==> src/rtl/star_pkg.sv <==
// Shared constants and state encoding for the STAR softmax normalising divider.
package star_pkg;

  localparam int DATA_W  = 32;
  localparam int FRAC_W  = 16;
  localparam int ROW_LEN = 16;
  localparam int ADDR_W  = 9;

  localparam int ITER_W = $clog2(FRAC_W);
  localparam int CNT_W  = $clog2(ROW_LEN);

  typedef enum logic [1:0] {
    S_IDLE  = 2'd0,
    S_LOAD  = 2'd1,
    S_DIV   = 2'd2,
    S_WRITE = 2'd3
  } state_e;

  localparam logic [1:0] ST_IDLE  = S_IDLE;
  localparam logic [1:0] ST_LOAD  = S_LOAD;
  localparam logic [1:0] ST_DIV   = S_DIV;
  localparam logic [1:0] ST_WRITE = S_WRITE;

  // Result written when the quotient would not fit in Q0.FRAC_W.
  localparam logic [FRAC_W-1:0] Q_SAT = '1;

endpackage

==> src/rtl/star_restoring_div.sv <==
// One combinational restoring-division step: shift remainder, trial-subtract,
// shift the resulting quotient bit into q.
module star_restoring_div
  import star_pkg::*;
(
  input  logic [DATA_W:0]   r,
  input  logic [DATA_W-1:0] sum,
  input  logic [FRAC_W-1:0] q,
  output logic [DATA_W:0]   r_next,
  output logic [FRAC_W-1:0] q_next
);

  logic [DATA_W:0] r_sh;
  logic [DATA_W:0] sum_x;
  logic            ge;

  // r < sum on entry, so r << 1 always fits in DATA_W+1 bits.
  assign r_sh   = r << 1;
  assign sum_x  = {1'b0, sum};
  assign ge     = (r_sh >= sum_x);
  assign r_next = ge ? (r_sh - sum_x) : r_sh;
  assign q_next = (q << 1) | FRAC_W'(ge);

endmodule

==> src/rtl/star_norm_div.sv <==
// Softmax normaliser: exp_i / sum_exp as Q0.FRAC_W via a multi-cycle restoring
// divider, one result per element written to the output memory.
module star_norm_div
  import star_pkg::*;
(
  input  logic              clk,
  input  logic              reset,
  input  logic              start,
  input  logic [DATA_W-1:0] sum_exp,
  input  logic              in_valid,
  input  logic [DATA_W-1:0] in_exp,
  output logic              in_ready,
  output logic              out_we,
  output logic [ADDR_W-1:0] out_addr,
  output logic [FRAC_W-1:0] out_data,
  output logic              sat,
  output logic              div0,
  output logic              row_done,
  output logic              busy
);

  // Handshake: an element is taken on a rising edge where in_valid && in_ready;
  // in_ready is high only in LOAD, so in_exp must be held until that edge.

  logic [1:0]        state_q;
  logic [DATA_W-1:0] sum_q;
  logic [DATA_W:0]   r_q;
  logic [DATA_W:0]   r_next;
  logic [FRAC_W-1:0] q_q;
  logic [FRAC_W-1:0] q_next;
  logic [ITER_W-1:0] iter_q;
  logic [CNT_W-1:0]  cnt_q;
  logic [ADDR_W-1:0] addr_q;
  logic [FRAC_W-1:0] data_q;
  logic              sat_q;
  logic              div0_q;

  logic hs;
  logic last_step;
  logic last_elem;

  star_restoring_div u_step (
    .r      (r_q),
    .sum    (sum_q),
    .q      (q_q),
    .r_next (r_next),
    .q_next (q_next)
  );

  assign hs        = in_valid && (state_q == ST_LOAD);
  assign last_step = (iter_q == ITER_W'(FRAC_W - 1));
  assign last_elem = (cnt_q == CNT_W'(ROW_LEN - 1));

  assign in_ready = (state_q == ST_LOAD);
  assign busy     = (state_q != ST_IDLE);
  assign out_we   = (state_q == ST_WRITE);
  assign row_done = (state_q == ST_WRITE) && last_elem;
  assign out_addr = addr_q;
  assign out_data = data_q;
  assign sat      = sat_q;
  assign div0     = div0_q;

  always_ff @(posedge clk) begin
    if (reset) begin
      state_q <= ST_IDLE;
      sum_q   <= '0;
      r_q     <= '0;
      q_q     <= '0;
      iter_q  <= '0;
      cnt_q   <= '0;
      addr_q  <= '0;
      data_q  <= '0;
      sat_q   <= 1'b0;
      div0_q  <= 1'b0;
    end else begin
      case (state_q)
        ST_IDLE: begin
          if (start) begin
            sum_q   <= sum_exp;
            cnt_q   <= '0;
            state_q <= ST_LOAD;
            if (sum_exp == '0) div0_q <= 1'b1;
          end
        end

        ST_LOAD: begin
          if (hs) begin
            // sum == 0 is covered by in_exp >= sum.
            if (in_exp >= sum_q) begin
              data_q  <= Q_SAT;
              sat_q   <= 1'b1;
              state_q <= ST_WRITE;
            end else if (in_exp == '0) begin
              data_q  <= '0;
              state_q <= ST_WRITE;
            end else begin
              r_q     <= {1'b0, in_exp};
              q_q     <= '0;
              iter_q  <= '0;
              state_q <= ST_DIV;
            end
          end
        end

        ST_DIV: begin
          r_q    <= r_next;
          q_q    <= q_next;
          iter_q <= iter_q + 1'b1;
          if (last_step) begin
            data_q  <= q_next;
            state_q <= ST_WRITE;
          end
        end

        ST_WRITE: begin
          addr_q  <= addr_q + 1'b1;
          cnt_q   <= cnt_q + 1'b1;
          state_q <= last_elem ? ST_IDLE : ST_LOAD;
        end

        default: state_q <= ST_IDLE;
      endcase
    end
  end

endmodule

==> config.mk <==
export PLATFORM = sky130hd
export DESIGN_NAME = star_norm_div
export DESIGN_NICKNAME = d
export VERILOG_FILES = /design/src/rtl/star_pkg.sv /design/src/rtl/star_restoring_div.sv /design/src/rtl/star_norm_div.sv
export SDC_FILE = /design/constraint.sdc
export NUM_CORES = 1
export LEC_CHECK = 0
export ABC_AREA = 0
export CORE_ASPECT_RATIO = 0.9
export CORE_MARGIN = 2
export CORE_UTILIZATION = 55
export CTS_CLUSTER_DIAMETER = 150
export CTS_CLUSTER_SIZE = 30
export DETAILED_ROUTE_END_ITERATION = 12
export GPL_TIMING_DRIVEN = 0
export HOLD_SLACK_MARGIN = 0.02
export MAX_ROUTING_LAYER = met4
export PLACE_DENSITY = 0.79
export SYNTH_ARGS = -nofsm -noshare
export SYNTH_HDL_FRONTEND = slang
export SYNTH_SLANG_ARGS = --single-unit
==> constraint.sdc <==
create_clock -name clk -period 7.8 [get_ports clk]
set_input_delay 1.56 -clock clk [delete_from_list [all_inputs] [get_ports clk]]
set_output_delay 1.56 -clock clk [all_outputs]
set_load 0.05 [all_outputs]
# Word level (Yosys, flattened, before mapping)
# Cells that the tools add are included.
# word_totals
mem_count	0
latch_bits	0
mem_bits_ro	0
output_inout_bits	31
inputBits	68
wordCells	70
reg_bits	116
mem_bits_rw	0
# classes
n_bitwise	1
n_addsub	4
div_mod_pow	0
n_mul	0
n_lt_le_gt_ge	2
shifts	0
n_eq_ne	11
n_mux	27
reduce_logical	15
# ops
op	n
$mux W32	4
$logic_not A32 Y1	2
$mux W16	4
$pmux W32 S2	1
$mux W15	3
$ge A33 B32 Y1	1
$ge A32 B32 Y1	1
$pmux W16 S2	1
$sub A32 B32 Y32	1
$pmux W15 S2	1
$mux W4	4
$or A16 B1 Y16	1
$pmux W4 S2	2
$add A9 B1 Y9 const B	1
$reduce_and A3 Y1	3
$add A4 B1 Y4 const B	2
$eq A4 B4 Y1 const B	2
$ne A2 B2 Y1 const B	4
$pmux W2 S4	1
$reduce_and A4 Y1	2
$mux W2	3
$reduce_bool A2 Y1	3
$eq A2 B2 Y1 const B	2
$reduce_and A2 Y1	2
6 further kinds	9

# Longest topological paths before layout
# Gate-level depths: netlist of the first run.
# depth
ltp_word	5
ltp_mapped	16
depth_no_buf	12

# Cells and area by module
# From an unflattened synthesis of the first run, not the netlist that was laid out.
# unflattened
hier_cells	1056
area_unflattened_um2	8590.7
# by_module_without_submodules
mod	instances	area_each_um2	seq_area_each_um2	cells_each
star_norm_div	1	6093.3	2362.3	683
star_restoring_div	1	2497.4	0.0	373

# Least setup slack after synthesis of the first run
# Ideal clock, no wire load.
# synth_timing
path_type	in2reg
start	input in_exp[21]
end	register r_q[30]
setup_time_ns	0.133
required_ns	7.667
path_buffers	0
stages	11
arrival_time_ns	3.880
path_slack_ns	3.787
cell_sequence	ha_1 -> a21o_1 -> a21o_1 -> a221oi_1 -> o2111ai_1 -> a2111o_1 -> a21oi_2 -> nand2_1 -> a21oi_1 -> a21boi_0 -> nor4_1
# synth_between
elab_chain_len	3
elab_cells_between_ends	5
classes_between	order compare: 1; eq/ne: 2; reduce/logical: 2
# synth_rtl
item	line_no	text
start: declaration	star_norm_div.sv:11	input logic [DATA_W-1:0] in_exp,
$ge A32 B32 Y1 or $logic_not A32 Y1 (tied branches)	star_norm_div.sv:89, star_norm_div.sv:93	
$ne A2 B2 Y1 (no source line)	-	
$reduce_and A4 Y1 (no source line) *	-	
end signal: assignment	star_norm_div.sv:97	r_q <= {1'b0, in_exp};
end signal: assignment	star_norm_div.sv:106	r_q <= r_next;
end: declaration	star_norm_div.sv:27	logic [DATA_W:0] r_q;
# Mark *: on every way between the ends. The rest lies on a longest branch, timed or not.
# A chain may end at the register's enable or synchronous reset.

# Worst setup path in the final report of the first run
# Ends and elaborated chain as after synthesis.

==> results of run 1 <==
[cell families (layout without fill, tap and decap cells)]
kind of cell | after synthesis | in the layout | share of synthesized area [%]
adder cells (fa/ha/maj) | 72 | 72 | 11.6
AO/OA/AOI/OAI | 287 | 287 | 24.2
XOR/XNOR | 33 | 33 | 3.70
multiplexers | 22 | 22 | 2.82
buffers and inverters | 141 | 270 | 7.40
AND/OR/NAND/NOR | 366 | 366 | 20.6
flip-flops | 116 | 116 | 29.7
[through the flow]
| stage | utilization (%) | power (mW) | cells |
|---|---|---|---|
| floorplan | - | 3.30 | 1037 |
| global placement | 64.7 | 4.08 | 1327 |
| detailed placement | 64.7 | 4.09 | 1327 |
| CTS | 68.9 | 4.89 | 1359 |
| global route | 68.9 | 5.34 | 1359 |
| finish | 68.9 | 4.99 | 1359 |
[cell usage in the layout (no fill, tap or decap), types with 4 or more instances in the layout]
cell / count
nor2b_1: 4
nor3_1: 11
a31oi_1: 8
o21a_1: 4
inv_6: 5
clkbuf_1: 42
nand4_1: 18
inv_1: 78
clkinvlp_4: 6
a311o_1: 15
clkbuf_16: 17
dfxtp_1: 116
a211oi_1: 4
o211ai_1: 4
a21oi_1: 131
nand3_1: 33
xnor2_1: 21
o21ai_0: 26
nor4_1: 17
buf_2: 12
ha_1: 71
a221oi_1: 5
a21o_1: 28
a31o_2: 6
o21bai_1: 8
a2111oi_0: 5
buf_6: 4
nor2_1: 87
a22o_1: 4
clkdlybuf4s50_1: 97
a22oi_1: 4
or3_1: 4
nand2_1: 171
xor2_1: 12
mux2i_1: 22
buf_1: 4
[where the power goes]
| group | switching [mW] | internal, mW |
|---|---|---|
| registers | 0.105 | 0.730 |
| logic | 2.09 | 1.29 |
| clock network | 0.299 | 0.468 |
| total | 2.50 | 2.49 |
[registers in the layout, summed over array words and instances (netlist names)]
signal and cells:
sat 1, out_addr 9, r_q 32, out_data 16
cnt_q 4, iter_q 4, state_q 2, sum_q 32
div0 1, q_q 15
[cell usage after synthesis, types with 3 or more instances]
master / instances / area [µm²]
nand2_1: 171 / 642
a21oi_1: 131 / 656
dfxtp_1: 116 / 2320
nor2_1: 87 / 327
inv_1: 78 / 293
ha_1: 71 / 888
clkbuf_1: 42 / 158
nand3_1: 33 / 165
a21o_1: 28 / 210
o21ai_0: 26 / 130
mux2i_1: 22 / 220
xnor2_1: 21 / 184
nand4_1: 18 / 113
nor4_1: 17 / 106
a311o_1: 15 / 150
buf_2: 12 / 60.1
xor2_1: 12 / 105
nor3_1: 11 / 55.1
a31oi_1: 8 / 50.1
o21bai_1: 8 / 60.1
a31o_2: 6 / 52.6
a2111oi_0: 5 / 43.8
a221oi_1: 5 / 43.8
a211oi_1: 4 / 30.0
a22o_1: 4 / 35.0
a22oi_1: 4 / 30.0
buf_1: 4 / 15.0
buf_6: 4 / 45.0
nor2b_1: 4 / 25.0
o211ai_1: 4 / 30.0
o21a_1: 4 / 30.0
or3_1: 4 / 25.0
a21oi_2: 3 / 26.3
a221o_1: 3 / 30.0
and2_1: 3 / 18.8
and3_1: 3 / 18.8
nand2b_1: 3 / 18.8
o2111ai_1: 3 / 26.3
[per-layer routing]
| layer | global-route usage, % | vias up | part of all wire [%] |
|---|---|---|---|
| li1 | - | 3896 | - |
| met1 | 47.9 | 3779 | 46 |
| met2 | 47.6 | 393 | 42 |
| met3 | 6.18 | 46 | 9.9 |
| met4 | 8.46 | 0 | 1.9 |
| met5 | - | - | 0 |
[worst min-delay path, delay by kind of cell (launching register included)]
kind / cells / cell delay [ns]
AO/OA/AOI/OAI: 1 / 0.05
flip-flops: 1 / 0.30
AND/OR/NAND/NOR: 1 / 0.05
[final cells by class]
cell class / instances / area [µm²]
Tap cell: 193 / 241
Inverter: 78 / 293
Multi-Input combinational cell: 780 / 4920
Clock inverter: 12 / 119
Timing Repair Buffer: 97 / 971
Sequential cell: 116 / 2320
Buffer: 63 / 285
Clock buffer: 20 / 467
Fill cell: 1217 / 4340
[worst min-delay path by stage]
stage | startpoint | to | slack, ns | cells past startpoint
after floorplan | q_q[14] | q_q[14] | 0.43 | 2
after global placement | sum_q[19] | sum_q[19] | 0.44 | 2
after detailed placement | sum_q[16] | sum_q[16] | 0.45 | 2
after CTS | sum_q[16] | sum_q[16] | 0.45 | 2
after global routing | sum_q[25] | sum_q[25] | 0.47 | 2
final | sum_q[16] | sum_q[16] | 0.45 | 2
==> impl_metrics.json, run 1 <==
{
  "coreArea_um2": 14000,
  "syn_avg_cell_area_um2": 7.54,
  "cap_violations": 0,
  "htree_levels": 4,
  "first_pass_iters": 8,
  "fp.dieW_um": 130,
  "critPathRequiredTime_ns": 8.07,
  "drive_gt1_share_pct": 6.00,
  "synth-edff-count": 0,
  "worstRegToRegCells": 13,
  "route.detailed.wl_per_inst_um": 17.6,
  "synthDistinctLibCells": 71,
  "worst_path_max_delay_cell": "clkdlybuf4s50_1",
  "drc_errors": 0,
  "post-route-min-period_ns": 5.03,
  "drt_wl_total_mm": 24.0,
  "path_depth": 12,
  "dpl_cell_area_um2": 9030,
  "crit_end": "r_q[30]",
  "vias": 8114,
  "initial_utilization_pct": 56.0,
  "place_congestion": 0.983,
  "status": "complete, no violations",
  "r2r_slack_ns": 4.11,
  "ios": 99,
  "io_buffers": 97,
  "drtIter0Drc": 774,
  "finalNetCount": 1293,
  "critPathMostFrequentCell": "a21o_1",
  "cp.arrival_ns": 5.30,
  "p_leak_nw": 3.84,
  "hold_class": "flop to flop",
  "cp_slowest_stage_delay_ns": 0.62,
  "grt_max_degree": 17,
  "syn_area_um2": 7820,
  "die_area_um2": 15200,
  "post-route-period-util_pct": 64.5,
  "worstPathMaxFanout": 10,
  "antenna_found_initial": 0,
  "ys_seq_elements": 116,
  "post_cts_buffers": 0,
  "powerDensity_nw_per_um2": 519,
  "r2r_end": "r_q[14]",
  "async_flop_share_pct": 0,
  "crit_start": "in_exp[21]",
  "dieHeight_um": 117,
  "critPathCaptureType": "flop",
  "ant_nets": 0,
  "track_usage_pct": 33.2,
  "clk_latency_ns": 0.42,
  "synth_fp_nets": 1177,
  "hold_slack_ns": 0.451,
  "grt_pass1_wl_mm": 38.0,
  "yosysWarnings": 0,
  "tns_ns": 0,
  "critPathBufInv": 1,
  "clock-sinks": 116,
  "drv_slew": 0,
  "antenna_cells": 0,
  "grt_pass1_vias": 7393,
  "pre_cts_ws_ns": 2.45,
  "grt_setup_unrepaired": "false",
  "synthToLayoutAreaGrowth_pct": 23.0,
  "hold_viol_final": 0,
  "rows": 41,
  "syn_inst": 1037,
  "fmax_mhz": 199,
  "critPathKind": "primary input to flop",
  "place_hpwl_mm": 18.3,
  "start_kind": "primary input",
  "design_area_um2": 9610,
  "finalSetupViolCount": 0,
  "via_per_inst": 5.97,
  "cts.hold.buffers_added": 0,
  "crit_family": "compound AO/OA/AOI/OAI gates",
  "seq_area_frac_synth_pct": 29.7,
  "cts_resized": 0,
  "peakVddDrop_mv": 0.207,
  "grt-ovfl-total": 0,
  "slew_headroom_pct": 47.3,
  "clock_skew_ns": 0.0109,
  "clk_pin_slew_ns": 0.06,
  "synth_top_flop_cell": "dfxtp_1",
  "clock-root-buffer": "clkbuf_16",
  "worst_slew_pin_slew_ns": 0.784,
  "path_cells": "clkdlybuf4s50_1, ha_1, a21o_1, a21o_1, a221oi_1, o2111ai_1, a2111o_1, a21oi_2, nand2_1, a21oi_1, a21boi_0, nor4_1",
  "cts_tree": "yes",
  "worst_slack_ns": 2.77,
  "cts_max_path_buffers": 2,
  "r2r-start": "sum_q[1]",
  "cts_buffers": 17
}
No activity file was read; power rests on OpenSTA's default activity.
==> run 2: changes to the inputs <==
==> constraint.sdc (replaced) <==
create_clock -name clk -period 5 [get_ports clk]
set_input_delay 1 -clock clk [delete_from_list [all_inputs] [get_ports clk]]
set_output_delay 1 -clock clk [all_outputs]
set_load 0.05 [all_outputs]
==> results of run 2 <==
Same layout as run 1 (identical final DEF). Status: complete, no violations.
Among the figures that moved: setup slack after placement 2.45 ns -> 0.207 ns; setup slack after layout 2.77 ns -> 0.533 ns; register-to-register setup slack 4.11 ns -> 1.31 ns; total power 4.99 mW -> 7.78 mW; worst IR drop on VDD 0.207 mV -> 0.323 mV
==> run 3: changes to the inputs <==
--- a/config.mk
+++ b/config.mk
@@ -12,10 +12,11 @@
 export CTS_CLUSTER_DIAMETER = 150
 export CTS_CLUSTER_SIZE = 30
 export DETAILED_ROUTE_END_ITERATION = 12
+export DONT_BUFFER_PORTS = 1
 export GPL_TIMING_DRIVEN = 0
 export HOLD_SLACK_MARGIN = 0.02
 export MAX_ROUTING_LAYER = met4
-export PLACE_DENSITY = 0.79
+export PLACE_DENSITY = 0.7
 export SYNTH_ARGS = -nofsm -noshare
 export SYNTH_HDL_FRONTEND = slang
 export SYNTH_SLANG_ARGS = --single-unit
==> impl_metrics.json, run 3 (synthesis gave the netlist of run 1 again) <==
{
  "status": "complete, no violations",
  "critPathMostFrequentCell": "a21o_1",
  "antenna_cells": 0,
  "clock-sinks": 116,
  "antenna_found_initial": 0,
  "nFillCells": 1334,
  "cts_resized": 0,
  "dieHeight_um": 117,
  "finalSetupViolCount": 0,
  "peakVddDrop_mv": 0.354,
  "hold_viol_final": 0,
  "critPathBufInv": 0,
  "met3_usage_pct": 8.64,
  "multiInputGateArea_um2": 4920,
  "hold_class": "flop to flop",
  "start_kind": "primary input",
  "critPathCaptureType": "flop",
  "drtIter0Drc": 746,
  "synthToLayoutAreaGrowth_pct": 10.3,
  "critPathRequiredTime_ns": 5.27,
  "cts_max_path_buffers": 2,
  "vias": 7562,
  "drive_gt1_share_pct": 6.55,
  "regArea_um2": 2320,
  "rows": 41,
  "cts_tree": "yes",
  "worst_slew_pin_slew_ns": 0.889,
  "cp_slowest_stage_delay_ns": 0.52,
  "grt_busiest_layer": "met2",
  "die_area_um2": 15200,
  "fmax_mhz": 253,
  "ant_nets": 0,
  "grtUsageMet2_pct": 46.5,
  "io_buffers": 0,
  "path_cells": "ha_1, a21o_1, a21o_1, a221oi_1, o2111ai_1, a2111o_1, a21oi_2, nand2_1, a21oi_1, a21boi_0, nor4_1",
  "drc_errors": 0,
  "critPathKind": "primary input to flop",
  "cap_violations": 0,
  "crit_family": "compound AO/OA/AOI/OAI gates",
  "ios": 99,
  "cp.arrival_ns": 4.22,
  "route.detailed.wl_per_inst_um": 18.9,
  "clock_skew_ns": 0.00961,
  "post_cts_buffers": 0,
  "clock-root-buffer": "clkbuf_16",
  "powerDensity_nw_per_um2": 887,
  "post-route-period-util_pct": 78.9,
  "fp.dieW_um": 130,
  "final_common_cell": "nand2_1",
  "worstPathMaxFanout": 10,
  "tns_ns": 0,
  "finalNetCount": 1196,
  "via_per_inst": 5.99,
  "finalPower_mw": 7.65,
  "clk_pin_slew_ns": 0.06,
  "cts_buffers": 17,
  "grt-ovfl-total": 0,
  "initial_utilization_pct": 56.0,
  "place_hpwl_mm": 18.1,
  "cts.hold.buffers_added": 0,
  "htree_levels": 4,
  "post-route-min-period_ns": 3.95,
  "clk_latency_ns": 0.42,
  "drv_slew": 0,
  "place_congestion": 0.963,
  "grt_max_degree": 17,
  "slew_headroom_pct": 40.5,
  "drt_wl_total_mm": 23.8,
  "grt_setup_unrepaired": "false",
  "coreArea_um2": 14000,
  "hold_slack_ns": 0.454,
  "use_met1_pct": 46.3,
  "grt_pass1_vias": 6952,
  "worst_path_max_delay_cell": "a221oi_1",
  "final_cell_mix": "nand2_1, a21oi_1, dfxtp_1",
  "p_leak_nw": 3.47,
  "track_usage_pct": 32.7,
  "grt_pass1_wl_mm": 36.9,
  "first_pass_iters": 6
}
[run 3: path summary, 6_finish.rpt]
path / slack, ns / from / to / cells past startpoint
worst max-delay path: 1.05 / in_exp[21] / r_q[30] / 11
worst min-delay path: 0.45 / sum_q[11] / sum_q[11] / 2
worst max register to register: 1.20 / sum_q[21] / r_q[30] / 12
worst min register to register: 0.45 / sum_q[11] / sum_q[11] / 2
[run 3: tightest hold or removal path: stages, from the launching register on]
cell and delay, ns:
dfxtp_1 0.31, nand2_1 0.05, a21oi_1 0.05
[run 3: power by group]
part	total (mW)	leakage, nW	internal (mW)	switching [mW]
registers	1.42	0.947	1.14	0.277
logic	5.05	2.26	1.90	3.15
clock network	1.18	0.269	0.700	0.481
total	7.65	3.47	3.74	3.91
[run 3: per-layer routing]
layer  vias to the layer above  wire length, µm  part of all wire, %
met4                         0              453                  1.9
li1                       3693                -                    -
met5                         -                0                    0
met3                        32             2430                   10
met1                      3452            11200                   47
met2                       385             9720                   41
[run 3: through the flow]
step	cells	setup WS, ns	utilization (%)	cell area (µm²)
after floorplan	1037	1.55	-	7820
after global placement	1230	0.761	57.7	8060
after detailed placement	1230	0.744	57.7	8060
after CTS	1262	1.17	61.8	8620
after global routing	1262	0.976	61.8	8620
final	1262	1.05	61.8	8620
[run 3: final cells by class]
cell class	count	share of cell area (%)
buffer	63	3.31
clock buffer	18	5.09
clock inverter	14	1.48
inverter	78	3.39
multi-input combinational	780	57.0
sequential	116	26.9
tap	193	2.80
